### src/rtl/adc_rx_pkg.sv
// Shared types and width helpers for the serial ADC frame receiver.
package adc_rx_pkg;

  typedef enum logic [1:0] {IDLE, SETUP, SHIFT, QUIET} state_e;

  function automatic int frame_w(input int lead_w, input int data_w);
    return lead_w + data_w;
  endfunction

  function automatic int clog2_f(input int v);
    int r;
    r = 0;
    while ((1 << r) < v) r++;
    return r;
  endfunction

  // Width of a down-counter holding 0..v-1, never narrower than one bit.
  function automatic int cnt_w(input int v);
    return (clog2_f(v) < 1) ? 1 : clog2_f(v);
  endfunction

endpackage

### src/rtl/adc_sample_fifo.sv
// First-word fall-through sample FIFO; a push into a full FIFO is dropped unless a pop
// happens in the same cycle.
module adc_sample_fifo
  import adc_rx_pkg::*;
#(
  parameter int WIDTH = 24,
  parameter int DEPTH = 4
) (
  input  logic             clk_sys,
  input  logic             rst_b,
  input  logic             push,
  input  logic [WIDTH-1:0] push_data,
  input  logic             rd_ready,
  output logic [WIDTH-1:0] rd_data,
  output logic             rd_valid,
  output logic             drop
);

  localparam int PTR_W = clog2_f(DEPTH);
  localparam int CNT_W = PTR_W + 1;

  logic [WIDTH-1:0] mem_q [DEPTH];
  logic [WIDTH-1:0] mem_d [DEPTH];
  logic [PTR_W-1:0] wr_ptr_q, wr_ptr_d, rd_ptr_q, rd_ptr_d;
  logic [CNT_W-1:0] cnt_q, cnt_d;
  logic             full, pop, wr_en;

  assign rd_valid = (cnt_q != '0);
  assign full     = (cnt_q == CNT_W'(DEPTH));
  assign pop      = rd_valid && rd_ready;
  // When full, the slot being written is the head being popped this same cycle.
  assign wr_en    = push && (!full || pop);
  assign drop     = push && full && !pop;
  assign rd_data  = mem_q[rd_ptr_q];

  always_comb begin
    mem_d    = mem_q;
    wr_ptr_d = wr_ptr_q;
    rd_ptr_d = rd_ptr_q;
    cnt_d    = cnt_q;
    if (wr_en) begin
      mem_d[wr_ptr_q] = push_data;
      wr_ptr_d        = wr_ptr_q + 1'b1;
    end
    if (pop) rd_ptr_d = rd_ptr_q + 1'b1;
    case ({wr_en, pop})
      2'b10:   cnt_d = cnt_q + 1'b1;
      2'b01:   cnt_d = cnt_q - 1'b1;
      default: cnt_d = cnt_q;
    endcase
  end

  always_ff @(posedge clk_sys) begin
    if (!rst_b) begin
      wr_ptr_q <= '0;
      rd_ptr_q <= '0;
      cnt_q    <= '0;
    end else begin
      wr_ptr_q <= wr_ptr_d;
      rd_ptr_q <= rd_ptr_d;
      cnt_q    <= cnt_d;
    end
  end

  always_ff @(posedge clk_sys) begin
    mem_q <= mem_d;
  end

endmodule

### src/rtl/adc_serial_frame_rx.sv
// Serial ADC frame receiver: drives CS and the sampling clock, captures NUM_CH lines into a FIFO.
// Build option ADC_LEAD_CHECK_EN adds a sticky lead_err flag for non-zero lead bits.
//
//   state | meaning
//   IDLE  | CS high, waiting for start
//   SETUP | CS low, serial clock high for CLK_DIV cycles
//   SHIFT | FRAME_W bits, each CLK_DIV low then CLK_DIV high; sample on the rise
//   QUIET | CS high for QUIET_CYC cycles between frames
module adc_serial_frame_rx
  import adc_rx_pkg::*;
#(
  parameter int DATA_W     = 12,
  parameter int LEAD_W     = 4,
  parameter int NUM_CH     = 2,
  parameter int CLK_DIV    = 4,
  parameter int QUIET_CYC  = 2,
  parameter int FIFO_DEPTH = 4
) (
  input  logic                     clock_In,
  input  logic                     Reset,
  input  logic                     start,
  input  logic [NUM_CH-1:0]        data_ADC,
  input  logic                     sample_ready,
  input  logic                     clr_ovf,
  output logic                     CS,
  output logic                     Clock_Muestreo,
  output logic [NUM_CH*DATA_W-1:0] sample_data,
  output logic                     sample_valid,
  output logic                     done,
  output logic                     busy,
  output logic                     overflow
`ifdef ADC_LEAD_CHECK_EN
  , output logic                   lead_err
`endif
);

  localparam int FRAME_W = frame_w(LEAD_W, DATA_W);
  localparam int BIT_W   = cnt_w(FRAME_W);
  localparam int DIV_W   = cnt_w((CLK_DIV > QUIET_CYC) ? CLK_DIV : QUIET_CYC);

  state_e                         state_q, state_d;
  logic [DIV_W-1:0]               div_q, div_d;
  logic [BIT_W-1:0]               bit_q, bit_d;
  logic                           cs_q, cs_d, sclk_q, sclk_d;
  logic                           done_q, done_d, busy_q, busy_d;
  logic                           overflow_q, overflow_d;
  logic [NUM_CH-1:0][DATA_W-1:0]  shreg_q, shreg_d;
  logic                           push, drop;
`ifdef ADC_LEAD_CHECK_EN
  logic                           lead_err_q, lead_err_d, lead_hit;
`endif

  always_comb begin
    state_d = state_q;
    div_d   = div_q;
    bit_d   = bit_q;
    cs_d    = cs_q;
    sclk_d  = sclk_q;
    shreg_d = shreg_q;
    done_d  = 1'b0;
    push    = 1'b0;
`ifdef ADC_LEAD_CHECK_EN
    lead_hit = 1'b0;
`endif
    case (state_q)
      IDLE: begin
        if (start) begin
          state_d = SETUP;
          cs_d    = 1'b0;
          sclk_d  = 1'b1;
          div_d   = DIV_W'(CLK_DIV - 1);
        end
      end
      SETUP: begin
        if (div_q != '0) begin
          div_d = div_q - 1'b1;
        end else begin
          state_d = SHIFT;
          sclk_d  = 1'b0;
          div_d   = DIV_W'(CLK_DIV - 1);
          bit_d   = '0;
        end
      end
      SHIFT: begin
        if (div_q != '0) begin
          div_d = div_q - 1'b1;
        end else if (!sclk_q) begin
          sclk_d = 1'b1;
          div_d  = DIV_W'(CLK_DIV - 1);
          if (bit_q >= BIT_W'(LEAD_W)) begin
            for (int c = 0; c < NUM_CH; c++)
              shreg_d[c] = {shreg_q[c][DATA_W-2:0], data_ADC[c]};
          end else begin
`ifdef ADC_LEAD_CHECK_EN
            lead_hit = |data_ADC;
`endif
          end
        end else if (bit_q == BIT_W'(FRAME_W - 1)) begin
          // The last high half-period has elapsed: close the frame.
          state_d = QUIET;
          cs_d    = 1'b1;
          done_d  = 1'b1;
          push    = 1'b1;
          div_d   = DIV_W'(QUIET_CYC - 1);
        end else begin
          sclk_d = 1'b0;
          bit_d  = bit_q + 1'b1;
          div_d  = DIV_W'(CLK_DIV - 1);
        end
      end
      QUIET: begin
        if (div_q != '0) begin
          div_d = div_q - 1'b1;
        end else if (start) begin
          state_d = SETUP;
          cs_d    = 1'b0;
          div_d   = DIV_W'(CLK_DIV - 1);
        end else begin
          state_d = IDLE;
        end
      end
      default: state_d = IDLE;
    endcase
    busy_d     = (state_d != IDLE);
    overflow_d = drop ? 1'b1 : (clr_ovf ? 1'b0 : overflow_q);
`ifdef ADC_LEAD_CHECK_EN
    lead_err_d = lead_hit ? 1'b1 : (clr_ovf ? 1'b0 : lead_err_q);
`endif
  end

  always_ff @(posedge clock_In) begin
    if (!Reset) begin
      state_q    <= IDLE;
      div_q      <= '0;
      bit_q      <= '0;
      cs_q       <= 1'b1;
      sclk_q     <= 1'b1;
      done_q     <= 1'b0;
      busy_q     <= 1'b0;
      overflow_q <= 1'b0;
      shreg_q    <= '0;
`ifdef ADC_LEAD_CHECK_EN
      lead_err_q <= 1'b0;
`endif
    end else begin
      state_q    <= state_d;
      div_q      <= div_d;
      bit_q      <= bit_d;
      cs_q       <= cs_d;
      sclk_q     <= sclk_d;
      done_q     <= done_d;
      busy_q     <= busy_d;
      overflow_q <= overflow_d;
      shreg_q    <= shreg_d;
`ifdef ADC_LEAD_CHECK_EN
      lead_err_q <= lead_err_d;
`endif
    end
  end

  adc_sample_fifo #(
    .WIDTH (NUM_CH * DATA_W),
    .DEPTH (FIFO_DEPTH)
  ) u_fifo (
    .clk_sys   (clock_In),
    .rst_b     (Reset),
    .push      (push),
    .push_data (shreg_q),
    .rd_ready  (sample_ready),
    .rd_data   (sample_data),
    .rd_valid  (sample_valid),
    .drop      (drop)
  );

  assign CS             = cs_q;
  assign Clock_Muestreo = sclk_q;
  assign done           = done_q;
  assign busy           = busy_q;
  assign overflow       = overflow_q;
`ifdef ADC_LEAD_CHECK_EN
  assign lead_err       = lead_err_q;
`endif

endmodule

### config.mk
export PLATFORM = sky130hd
export DESIGN_NAME = adc_serial_frame_rx
export DESIGN_NICKNAME = d
export VERILOG_FILES = /design/src/rtl/adc_rx_pkg.sv /design/src/rtl/adc_sample_fifo.sv /design/src/rtl/adc_serial_frame_rx.sv
export SDC_FILE = /design/constraint.sdc
export NUM_CORES = 1
export LEC_CHECK = 0
export BUFFER_PORTS_ARGS = -buffer_cell sky130_fd_sc_hd__buf_2
export CORE_ASPECT_RATIO = 0.5
export CORE_MARGIN = 1.5
export CORE_UTILIZATION = 54
export CTS_CLUSTER_DIAMETER = 30
export DETAILED_ROUTE_END_ITERATION = 7
export PLACE_DENSITY = 0.79
export SYNTH_ARGS = -nofsm -noshare
export SYNTH_HDL_FRONTEND = slang
export SYNTH_HIERARCHICAL = 1
export SYNTH_SLANG_ARGS = --single-unit
### constraint.sdc
create_clock -name clock_In -period 2.6 [get_ports clock_In]
set_clock_uncertainty 0.2 [all_clocks]
set_input_delay 0.52 -clock clock_In [delete_from_list [all_inputs] [get_ports clock_In]]
set_output_delay 0.52 -clock clock_In [all_outputs]
set_load 0.01 [all_outputs]
==> impl_metrics.tcl <==
set metrics [dict create \
    dr.pass1.iters 4 \
    io_buffer_count 36 \
    total_power_mw 4.86 \
    drtIter0Drc 205 \
    setup_viol 0 \
    fp.dieH_microns 75.6 \
    postRouteAntennaNets 0 \
    core-area_sq_um 10200 \
    ys_ff_latch 140 \
    ir_drop_mv 0.599 \
    clock_power_share_pct 48.2 \
    diodes 0 \
    synth_cell_type_count 50 \
    yosysTopAreaCellShare_pct 50.6 \
    pin_count 37 \
    remaining_drc_errors 0 \
    status "complete, no violations" \
    synth-edff-count 96 \
    netlist_instances 367 \
    yosysSeqAreaShare_pct 66.1 \
    setup_tns_ns 0 \
    grt_overflow_total 0 \
    synth_area_per_cell_sq_um 15.5 \
    root_buffer "clkbuf_16" \
    nets 434 \
    fin_crit_sh_pct 95.7 \
    synth_ff_type "edfxtp_1" \
    p_int_mw 3.78 \
    rsz0062_at_grt "no" \
    postRouteWirelength_microns 9690 \
    grt_use_met1_pct 24.3 \
    power_switching_mw 1.07 \
    period_minus_slack_ns 2.49 \
    async_flop_share_pct 0 \
    fmaxAchievable_mhz 402 \
    grt_first_pass_wirelength_microns 15400 \
    cts_max_level 4 \
    nFillCells 740 \
    yosysWarningCount 6 \
    hpwl_microns 5670 \
    drive_above_1_share_pct 36.9 \
    top_usage_layer "met2" \
    grtUsageMet2_pct 30.9 \
    regArea_sq_um 3770 \
    multi_input_area_sq_um 1750 \
    grt_max_degree 25 \
    clk_pin_slew_worst_paths_ns 0.06 \
    clk_path_buf_depth 2 \
    syn_to_final_growth_pct 17.2 \
    yosysMostFrequentCell "edfxtp_1" \
    globalRouteTotalUtil_pct 18.8 \
    syn-num-nets 383 \
    final_cell_area_sq_um 6680 \
    startpoint_type "flop" \
    hold_path_class "primary input to flop" \
    row_count 26 \
    cts_inserted_buffers 17 \
    netlist_area_sq_um 5700 \
    stdcell_count 571 \
    cts_tree "done" \
    die-area_sq_um 11200 \
    hold_viol 0 \
    endpoint_kind "output pin" \
    gp_congestion 0.783 \
    cellPowerDensity_nw_per_um2 727 \
    p_comb_share_pct 2.9 \
    vias 3075 \
    netlist.top_cell.by_area "edfxtp_1" \
    postPlaceCellArea_sq_um 6090 \
    p_sw_share_pct 22.1 \
    placedCellCount 539 \
    crit_type "flop to output pin" \
    start_util_pct 55.6 \
    drt-wirelength-per-cell_microns 17.0 \
    avgViaCountPerCell 5.39 \
    clock_latency_ns 0.41 \
    relSlewSlack_pct 70.2 \
    synth.top_cells.by_count "edfxtp_1 (96), dfxtp_1 (44), nand2_1 (44)" \
    clock_sinks 140 \
    grt_pass1_vias 3013 \
    synthTopCellsByArea "edfxtp_1 (51%), dfxtp_1 (15%), mux4_2 (9.5%)" \
    p_seq_share_pct 48.9 \
    arrival_ns 1.77 \
    worstPathRequired_ns 1.88 \
    slew_viol_final 0 \
    grtUsageMet3_pct 6.47 \
    leakagePower_nw 2.23 \
    cap_viol_max_count 0 \
    antenna_found_initial 0 \
    die_w_microns 148 \
    worstMarginPinSlew_ns 0.447 \
    cp_max_fo 17 \
]
[worst max-delay path: stages (launching register included)]
cell and delay [ns]:
dfxtp_4 0.44, buf_12 0.21, mux4_2 0.54, buf_2 0.16
[cell usage in the layout, fill, tap and decap left out, types with 3 or more instances in the layout]
master      Yosys  layout
nor2_1          7       6
edfxtp_1       96      96
ha_1            8       6
clkinvlp_4      0       4
o21a_1          4       4
xnor2_1         3       3
a21boi_1        5       5
nand2_2        21      21
and2_1          9       9
buf_4           0      11
mux4_2         24      24
inv_6           0       4
dfxtp_1        44      41
buf_12          2       5
o21ai_0         6       6
nand3_1         3       3
nand2_1        44      44
inv_8           0       5
inv_1           9       9
a21boi_2       20      20
buf_2           8      36
nor2b_1         6       6
clkbuf_16       0      17
a21oi_1         5       5
[area by class of cell]
| cell class | instances | share of cell area, % |
|---|---|---|
| sequential | 140 | 56.5 |
| tap | 140 | 2.62 |
| clock buffer | 18 | 6.43 |
| multi-input combinational | 198 | 26.3 |
| clock inverter | 14 | 2.27 |
| timing repair buffer | 52 | 5.43 |
| inverter | 9 | 0.506 |
[path summary, 6_finish.rpt]
check	startpoint	endpoint	slack (ns)	depth (start not counted)
setup / recovery	u_fifo/rd_ptr_q[0]	sample_data[19]	0.11	3
hold / removal	data_ADC[0]	shreg_q[0]	0.15	3
setup reg to reg	div_q[0]	u_fifo/cnt_q[2]	0.18	12
hold reg to reg	bit_q[0]	bit_q[0]	0.29	1
[routing by layer]
metal / share of wire, % / wire, microns / vias to the layer above
met4: 0.86 / 83 / 0
li1: - / - / 1475
met2: 48 / 4640 / 63
met5: 0 / 0 / -
met3: 4.4 / 428 / 9
met1: 47 / 4540 / 1528
[through the flow]
step / utilization [%] / hold WS (ns) / worst slack (ns)
after floorplan: - / 0.243 / 0.0158
after CTS: 65.1 / 0.136 / 0.0639
after global routing: 65.2 / 0.145 / 0.00534
after detailed placement: 59.4 / 0.270 / 0.138
after global placement: 59.4 / 0.257 / 0.192
final: 65.2 / 0.151 / 0.113
[power by group through the flow]
stage / sequential [mW] / clock, mW / combinational (mW)
floorplan: 2.43 / 0 / 0.0970
global placement: 2.42 / 0 / 0.137
detailed placement: 2.42 / 0 / 0.142
CTS: 2.37 / 2.39 / 0.142
global route: 2.38 / 2.49 / 0.158
finish: 2.38 / 2.34 / 0.142
[cell families after synthesis]
family	synth area share, %
AOI/OAI and AO/OA	8.19
xor gates and xnor gates	0.615
adders and majority gates	2.11
buffers and inverters	3.32
DFF	66.1
muxes	9.84
and+or+nand+nor	9.86
[state kept, by name, indices dropped and copies added, names as in the netlist]
| signal | flops |
|---|---|
| u_fifo/rd_ptr_q | 2 |
| busy | 1 |
| div_q | 2 |
| shreg_q | 24 |
| u_fifo/mem_q | 96 |
| Clock_Muestreo | 1 |
| done | 1 |
| overflow | 1 |
| bit_q | 4 |
| CS | 1 |
| state_q | 2 |
| u_fifo/wr_ptr_q | 2 |
| u_fifo/cnt_q | 3 |
[timing repair]
| item | in CTS | in global routing |
|---|---|---|
| setup buffers | 0 | 0 |
| setup endpoints to repair | 1 | 2 |
| hold buffers | 0 | 0 |
| resized for setup | 1 | 3 |
(Power assumes the default switching activity.)
